### src/rtl/pipe_stage_pkg.sv
// Shared definitions for generic pipeline stage registers: default widths,
// skid-stage state encoding and control-bundle bit positions.
package pipe_stage_pkg;

  localparam int unsigned DATA_W = 32;
  localparam int unsigned CTRL_W = 8;
  localparam int unsigned CNT_W  = 16;

  typedef logic [1:0] stateT;

  localparam stateT EMPTY = 2'b00;
  localparam stateT ONE   = 2'b01;
  localparam stateT FULL  = 2'b10;

  // Control-bundle bit positions, common to every stage instance
  localparam int unsigned ctrlMemR   = 0;
  localparam int unsigned ctrlMemW   = 1;
  localparam int unsigned ctrlRegW   = 2;
  localparam int unsigned ctrlMemToR = 3;
  localparam int unsigned ctrlPcSel  = 4;

endpackage

### src/rtl/pipe_stage_perf.sv
// Saturating stall/flush event counters for a pipeline skid stage.
module pipe_stage_perf #(
  parameter int unsigned CNT_W = pipe_stage_pkg::CNT_W
) (
  input  logic             clk,
  input  logic             rst,
  input  logic             stallEvent,
  input  logic             flushEvent,
  output logic [CNT_W-1:0] stall_cnt,
  output logic [CNT_W-1:0] flush_cnt
);

  localparam logic [CNT_W-1:0] cntMax = {CNT_W{1'b1}};

  // Counters stop at all-ones and are cleared only by reset
  always_ff @(posedge clk or negedge rst) begin
    if (!rst) begin
      stall_cnt <= '0;
      flush_cnt <= '0;
    end else begin
      if (stallEvent && (stall_cnt != cntMax)) stall_cnt <= stall_cnt + CNT_W'(1);
      if (flushEvent && (flush_cnt != cntMax)) flush_cnt <= flush_cnt + CNT_W'(1);
    end
  end

endmodule

### src/rtl/pipe_skid_stage.sv
// Generic inter-stage pipeline register with valid/ready handshake, 2-entry skid
// buffer and synchronous flush. Optional counters: PIPE_SKID_STAGE_PERF_CNT_EN.
module pipe_skid_stage #(
  parameter int unsigned DATA_W = pipe_stage_pkg::DATA_W,
  parameter int unsigned CTRL_W = pipe_stage_pkg::CTRL_W
`ifdef PIPE_SKID_STAGE_PERF_CNT_EN
  , parameter int unsigned CNT_W = pipe_stage_pkg::CNT_W
`endif
) (
  input  logic              clk,
  input  logic              rst,
  input  logic              flush,
  input  logic              in_valid,
  output logic              in_ready,
  input  logic [DATA_W-1:0] in_data,
  input  logic [CTRL_W-1:0] in_ctrl,
  output logic              out_valid,
  input  logic              out_ready,
  output logic [DATA_W-1:0] out_data,
  output logic [CTRL_W-1:0] out_ctrl
`ifdef PIPE_SKID_STAGE_PERF_CNT_EN
  , output logic [CNT_W-1:0] stall_cnt
  , output logic [CNT_W-1:0] flush_cnt
`endif
);

  import pipe_stage_pkg::*;

  stateT             state, stateNext;
  logic [DATA_W-1:0] mainData, mainDataNext, skidData, skidDataNext;
  logic [CTRL_W-1:0] mainCtrl, mainCtrlNext, skidCtrl, skidCtrlNext;
  logic              inXfer, outXfer;

  assign inXfer  = in_valid & in_ready;
  assign outXfer = out_valid & out_ready;

  // State register
  always_ff @(posedge clk or negedge rst) begin
    if (!rst) state <= EMPTY;
    else      state <= stateNext;
  end

  // Next state and slot contents; emptied slots are zeroed so bubbles carry no control
  always_comb begin
    stateNext    = state;
    mainDataNext = mainData;
    mainCtrlNext = mainCtrl;
    skidDataNext = skidData;
    skidCtrlNext = skidCtrl;
    if (flush) begin
      stateNext    = EMPTY;
      mainDataNext = '0;
      mainCtrlNext = '0;
      skidDataNext = '0;
      skidCtrlNext = '0;
    end else begin
      case (state)
        EMPTY: begin
          if (inXfer) begin
            stateNext    = ONE;
            mainDataNext = in_data;
            mainCtrlNext = in_ctrl;
          end
        end
        ONE: begin
          if (inXfer && outXfer) begin
            mainDataNext = in_data;
            mainCtrlNext = in_ctrl;
          end else if (inXfer) begin
            stateNext    = FULL;
            skidDataNext = in_data;
            skidCtrlNext = in_ctrl;
          end else if (outXfer) begin
            stateNext    = EMPTY;
            mainDataNext = '0;
            mainCtrlNext = '0;
          end
        end
        FULL: begin
          if (outXfer) begin
            stateNext    = ONE;
            mainDataNext = skidData;
            mainCtrlNext = skidCtrl;
            skidDataNext = '0;
            skidCtrlNext = '0;
          end
        end
        default: begin
          stateNext    = EMPTY;
          mainDataNext = '0;
          mainCtrlNext = '0;
          skidDataNext = '0;
          skidCtrlNext = '0;
        end
      endcase
    end
  end

  // Slot storage and registered handshake flags (in_ready held low during reset)
  always_ff @(posedge clk or negedge rst) begin
    if (!rst) begin
      mainData  <= '0;
      mainCtrl  <= '0;
      skidData  <= '0;
      skidCtrl  <= '0;
      in_ready  <= 1'b0;
      out_valid <= 1'b0;
    end else begin
      mainData  <= mainDataNext;
      mainCtrl  <= mainCtrlNext;
      skidData  <= skidDataNext;
      skidCtrl  <= skidCtrlNext;
      in_ready  <= (stateNext != FULL);
      out_valid <= (stateNext != EMPTY);
    end
  end

  assign out_data = mainData;
  assign out_ctrl = mainCtrl & {CTRL_W{out_valid}};

`ifdef PIPE_SKID_STAGE_PERF_CNT_EN
  pipe_stage_perf #(
    .CNT_W (CNT_W)
  ) uPerf (
    .clk        (clk),
    .rst        (rst),
    .stallEvent (out_valid & ~out_ready),
    .flushEvent (flush & (state != EMPTY)),
    .stall_cnt  (stall_cnt),
    .flush_cnt  (flush_cnt)
  );
`endif

endmodule

### config.mk
export PLATFORM = sky130hd
export DESIGN_NAME = pipe_skid_stage
export DESIGN_NICKNAME = d
export VERILOG_FILES = /design/src/rtl/pipe_stage_pkg.sv /design/src/rtl/pipe_stage_perf.sv /design/src/rtl/pipe_skid_stage.sv
export SDC_FILE = /design/constraint.sdc
export NUM_CORES = 1
export LEC_CHECK = 0
export ABC_AREA = 1
export CELL_PAD_IN_SITES_DETAIL_PLACEMENT = 2
export CELL_PAD_IN_SITES_GLOBAL_PLACEMENT = 2
export CORE_MARGIN = 2
export CORE_UTILIZATION = 29
export CTS_CLUSTER_SIZE = 20
export DETAILED_ROUTE_END_ITERATION = 7
export PLACE_DENSITY = 0.81
export RECOVER_POWER = 100
export SYNTH_ARGS = -nofsm -noshare
export SYNTH_HDL_FRONTEND = slang
export SYNTH_HIERARCHICAL = 1
export SYNTH_SLANG_ARGS = --single-unit
export TNS_END_PERCENT = 10
### constraint.sdc
create_clock -name clk -period 2.1 [get_ports clk]
set_clock_uncertainty 0.2 [all_clocks]
set_input_delay 0.42 -clock clk [delete_from_list [all_inputs] [get_ports clk]]
set_output_delay 0.42 -clock clk [all_outputs]
set_load 0.02 [all_outputs]
==> results.md, run 1 <==
* RePlAce Congestion at roughly 0.75
* Drt pass-1 iters at 4
* Placed insts at 1,068
* Leak at 0.00345 uW
* Max Clk Rate at 495 MHz
* Peak supply drop at between 300 and 400 uV
* Initial DRC count at approximately 230
* Number of vias in the routed layout at 5,270
* Synth Instances at 790
* Top-count cell post-synth: nand2_1
* RSZ-0062 raised after global routing: false
* Clk sinks at 84
* Post-layout util at 37.8%
* Gr ovfl total at 0
* IO Count at 87
* Max-cap violations at 0
* Total number of yosys warnings at 6
* Maximum root-to-sink buffer count at 2
* Clk_lat worst skew at 350 ps
* Post-synth top area share at 41.6%
* Final instance area at 6500 um2
* Placed cell areas at 6250 um2
* Setup CP Type: reg -> out
* Routed Antenna Nets at 0
* Register clock-pin slew on the reported worst setup and hold paths at 60 ps
* Layout cells sized above 1 at approximately 6.4%
* CP Cell Sequence: dlygate4sd3_1
* Port buffer count at 86
* Worst slew pin tran at 769 ps
* Layout Nets at ~900
* Post-synth EDFFs at 0
* Crit path max-delay family: buffers and inverters
* Synth async-reset ratio at 100%
* Wire length of the first global-routing pass at 31.4 mm
* Synthesized flop and latch total at 84
* Die width at 136 um
* Synth area leaders: dfrtp_1 42%, nand2_1 25%, nand3_1 8.2%, o21ai_1 4.3%, nor3_1 4.0%
* Die Span Y at 136 um
* Setup ws final at around 80 ps
* Min Hold Slack at around 280 ps
* Sequential area share after synthesis at 41.6%
* Arrival @ worst endpoint at between 1000 and 1500 ps
* Fin. Hold Viols at 0
* CORE AREA at 17,200 um2
* Post-synthesis cell type count at 18
* Tmin final at just over 2000 ps
* Avg Vias per Cell at slightly below 5
* Site Rows at 48
* CTS tree: yes
* Setup violators final at 0
* Synth Net Count at 835
* Hpwl dp at roughly 13 mm
* DR DRC count at 0
* Vias in the first global route at 5,915
* Drt wl/cell at 17.4 um
* Post-synth top flop: dfrtp_1
* Area leader, netlist: dfrtp_1
* Synthesis-to-finish area growth at 28.7%
* Root Buffer: clkbuf_16
* Layout Cells excl Fill at 1,085
* Critical path launch point type: register
* Status: completed
* Pwr dens at 750 nW/um2
* Initial Util at 29.4%
* Synth top cells by count: 338 x nand2_1, 84 x dfrtp_1, 83 x nand3_1, 51 x inv_1
* Initial antenna violation count at 0
* Endpoint type of the worst setup path: output port
* Gr usage total at 21.7%
* Avg Inst Size Synth at 6.39 um2
* Final period utilization at roughly 96%
* Inserted Diodes at 0
* Req. time, crit path at around 1500 ps
* Cts bufs inserted at 9
* CTS HTree Levels at 3
* Worst Hold Class: reg -> reg
* Cell Area, Synth at 5050 um2
* Die ar. at 18,500 um2
* Crit-path slowest cell: dlygate4sd3_1
* Routed WL at approximately 19 mm
* Fin. max-slew vios at 0
* Slew HR at between 40% and 50%
* Worst-path maximum fanout at 2
* Crit path buffers/inverters at 1
* Place WS at -69.1 ps
* Largest stage delay, worst path at 650 ps
* Largest net degree at the start of global routing at 44
-- path summary, 6_finish.rpt --
| check | slack, ps | from | endpoint | depth (start not counted) |
|---|---|---|---|---|
| worst max-delay path | 80 | out_data[25] | out_data[25] | 1 |
| worst min-delay path | 280 | skidCtrl[2] | skidCtrl[2] | 2 |
| worst max register to register | 140 | state[1] | skidData[29] | 8 |
| worst min register to register | 280 | skidCtrl[2] | skidCtrl[2] | 2 |
| max in group asynchronous | 270 | rst | state[1] | 3 |
| min in group asynchronous | 470 | rst | skidData[23] | 2 |
-- where the power goes --
group	leakage, uW	internal [uW]	switching (uW)
Sequential	0.00113	1790	105
Clock	0.000135	858	685
Combinational	0.00219	505	935
-- what timing repair did --
| action | CTS | global route |
|---|---|---|
| hold buffers | 1 | 0 |
| endpoints found under the setup margin | 10 | 1 |
| setup buffers | 1 | 0 |
| endpoints found under the hold margin | 22 | 0 |
| resized for setup | 9 | 1 |
-- registers in the layout, indices dropped and copies added (netlist names) --
register and count:
skidData 32, out_valid 1, out_data 32, mainCtrl 8, in_ready 1, state 2, skidCtrl 8
-- through the flow --
stage / total power [uW] / setup TNS (ps)
after floorplan: 2720 / 0
after global placement: 3360 / 0
after detailed placement: 3420 / -1020
after CTS: 4990 / 0
after global routing: 5150 / 0
final: 4870 / 0
-- placed cells by master (no fill, tap or decap) --
cell / n
buf_12: 9
buf_2: 1
buf_4: 12
clkbuf_1: 3
clkbuf_16: 9
clkbuf_2: 2
clkbuf_4: 3
clkbuf_8: 2
clkdlybuf4s50_1: 44
clkinv_1: 39
clkinv_2: 2
dfrtp_1: 82
dfrtp_2: 2
dlygate4sd2_1: 8
dlygate4sd3_1: 32
inv_1: 51
inv_2: 4
nand2_1: 337
nand2_2: 3
nand3_1: 82
nand3_4: 1
nand4_1: 2
nor2_1: 43
nor2_2: 1
nor2_4: 2
nor3_1: 40
o21ai_0: 29
o21ai_1: 13
o21ai_4: 1
or2_2: 1
-- cell type report --
type                            instances  area (um2)
Clock inverter                          2        10.0
Fill cell                            2096       10700
Tap cell                              225         282
Clock buffer                           13         260
Timing Repair Buffer                  112        1140
Multi-Input combinational cell        555        2350
Inverter                               94         353
Sequential cell                        84        2100
-- routing by layer --
layer	global-route usage (%)	up-vias	share of wire, %
met5	0	-	0
met4	5.32	0	1.0
met3	2.20	13	1.9
met2	38.7	65	51
met1	28.0	2650	46
li1	-	2542	-
-- cell families after synthesis --
group                  share of synthesized area, %
AND/OR/NAND/NOR                                41.6
buffers and inverters                          12.5
flip-flops                                     41.6
AO/OA/AOI/OAI                                  4.26
No activity file was read; power rests on OpenSTA's default activity.
==> inputs of run 2 (changes only) <==
- ABC_AREA: 1 -> default
- CORE_UTILIZATION: 29 -> 33
- PLACE_DENSITY: 0.81 -> 0.8
==> run 2 against run 1 <==
Effect of this change: sequential share of layout area rose by 6.7 points; the flow now finishes with violations (DRC); die area decreased by 31%; routed wire length is 33% lower; critical path type is now in -> reg.
==> results.md, run 2 <==
* Status: finished, violations left
* Failing checks: DRC
* Port buffer count at 86
* Cts bufs inserted at 9
* Leak at roughly 0.0023 uW
* Drt wl/cell at 22.0 um
* Post-synth EDFFs at 0
* Synth Net Count at 380
* Min Hold Slack at 284 ps
* Final period utilization at 98.5%
* Die ar. at 12,800 um2
* Fin. max-slew vios at 0
* Synth async-reset ratio at 100%
* Top-count cell post-synth: dfrtp_1
* Avg Inst Size Synth at 11.7 um2
* Max Clk Rate at ~480 MHz
* Arrival @ worst endpoint at 2130 ps
* Vias in the first global route at 3,628
* Gr ovfl total at 0
* Layout cells sized above 1 at 13.5%
* Area leader, netlist: dfrtp_1
* Inserted Diodes at 0
* Pwr dens at between 800 and 900 nW/um2
* IO Count at 87
* Leading cell type in the layout, fill and taps excluded: dfrtp_1
* Initial DRC count at 144
* Register clock-pin slew on the reported worst setup and hold paths at 60 ps
* CTS tree: yes
* Post-synth top flop: dfrtp_1
* Max-cap violations at 0
* Routed WL at 12.6 mm
* Initial antenna violation count at 0
* Initial Util at 34.1%
* Commonest cells after routing, fill and taps aside: 81 x dfrtp_1, 75 x clkdlybuf4s50_1, 40 x a22o_1
* Synthesized flop and latch total at 84
* Final setup TNS at 0 ps
* Avg Vias per Cell at 5.54
* Worst slew pin tran at 700 ps
* Sequential area share after synthesis at 53.6%
* Switching portion of total power at 29.0%
* CTS HTree Levels at 3
* Tmin final at 2070 ps
* Peak supply drop at 330 uV
* CORE AREA at 11,500 um2
* DR DRC count at 7
* Post-synth top area share at 53.6%
* Fin. Hold Viols at 0
* Setup violators final at 0
* Total number of yosys warnings at 6
* Synth Instances at 335
* Hpwl dp at ~7.7 mm
* Die Span Y at 113 um
* Die width at approximately 110 um
* Worst Hold Class: reg -> reg
* Power Internal at 3350 uW
* Critical path launch point type: input port
* Cell Area, Synth at 3920 um2
* Setup CP Type: in -> reg
* RSZ-0062 raised after global routing: false
* Switching power at 1370 uW
* Slew HR at 53.2%
* Synth area leaders: dfrtp_1 54%, a22o_1 8.9%, mux2i_1 8.4%, o2bb2ai_1 8.0%, a21oi_1 4.6%
* Clock Power Share at 39.1%
* Routed Antenna Nets at 0
* Site Rows at 39
* Clk sinks at 84
* Combinational share of power at 21.9%
* Drt pass-1 iters at 7
* Largest net degree at the start of global routing at 85
* Maximum root-to-sink buffer count at 2
* Synthesis-to-finish area growth at 37.3%
* Root Buffer: clkbuf_16
* Layout Nets at 471
* Post-synthesis cell type count at 30
* Worst-path maximum fanout at 10
* Clk_lat worst skew at 330 ps
* Req. time, crit path at around 2200 ps
* Synth top cells by count: 84 x dfrtp_1, 40 x a22o_1, 36 x a21oi_1, 36 x nor2_1, 36 x o2bb2ai_1
* Number of vias in the routed layout at 3,179
* Endpoint type of the worst setup path: register
* Wire length of the first global-routing pass at 20.3 mm
* Gr usage total at roughly a fifth
* Flop pwr share at about two fifths
* RePlAce Congestion at between 0.8 and 0.9
run 2: cell count changes after synthesis, sizes merged, moves of 9 or more:
cell,change
nand2,-338
nand3,-83
inv,-54
o21ai,-42
a22o,+40
o2bb2ai,+40
clkinv,-39
nor3,-39
a21oi,+37
mux2i,+33
clkbuf,-17
buf,-10
and2,+9
nor2,-9
run 2: kinds of logic (layout without fill, tap and decap cells):
group                  Yosys count  in the layout  share of synthesized area, %
flip-flops                      84             84                          53.6
multiplexers                    33             33                          8.42
AND/OR/NAND/NOR                 56             57                          7.05
XOR/XNOR                         1              1                         0.223
buffers and inverters           31            126                          4.95
AO/OA/AOI/OAI                  130            130                          25.8
run 2: layer usage:
layer	track usage [%]	vias up	share of wire, %
met5	0	-	0
met4	4.55	0	1.1
met3	3.48	13	4.4
met2	34.7	78	50
met1	26.9	1658	44
li1	-	1430	-
run 2: critical path: stages:
cell and delay (ps):
clkdlybuf4s50_1 570, buf_4 250, nor3_2 400, clkbuf_4 320, a22o_1 170
run 2: area by class of cell:
type,count,area (um2)
Clock inverter,6,113
Fill cell,1195,6130
Multi-Input combinational cell,221,1690
Inverter,1,3.75
Sequential cell,84,2110
Tap cell,143,179
Timing Repair Buffer,109,1060
Clock buffer,10,229
run 2: power groups by stage:
stage                     clock (uW)  sequential (uW)  combinational (uW)
final                           1850             1840                1030
after global routing            1950             1860                1120
after CTS                       1880             1840                1030
after detailed placement           0             1860                1010
after global placement             0             1860                 978
after floorplan                    0             1920                 467
run 2: path summary, 6_finish.rpt:
kind	start	endpoint	slack, ps	cells after the start
worst max-delay path	flush	skidCtrl[4]	30	5
worst min-delay path	mainCtrl[3]	mainCtrl[3]	280	1
worst max register to register	state[1]	skidCtrl[4]	70	5
worst min register to register	mainCtrl[3]	mainCtrl[3]	280	1
max in group asynchronous	rst	state[0]	800	3
min in group asynchronous	rst	out_data[9]	530	3
run 2: per-stage QoR:
stage / power (uW) / std cells / worst slack [ps] / cell area [um2] / util, %
floorplan: 2390 / 335 / 398 / 3920 / -
global placement: 2840 / 556 / -273 / 5010 / 43.5
detailed placement: 2870 / 556 / -419 / 5010 / 43.5
CTS: 4750 / 573 / -89.7 / 5370 / 46.6
global route: 4930 / 574 / 0.744 / 5380 / 46.7
finish: 4720 / 574 / 30.6 / 5380 / 46.7
run 2: what timing repair did:
action	CTS	global route
gates resized for setup	13	8
endpoints found under the hold margin	84	0
hold buffers	1	0
pin swaps	6	1
endpoints found under the setup margin	51	43
buffers inserted	0	0
cloned	0	1
==> inputs of run 3 (changes only) <==
- HOLD_SLACK_MARGIN: default -> 0.03
==> results of run 3 <==
Same layout as run 2: the final DEF is identical, and so are final timing and power.
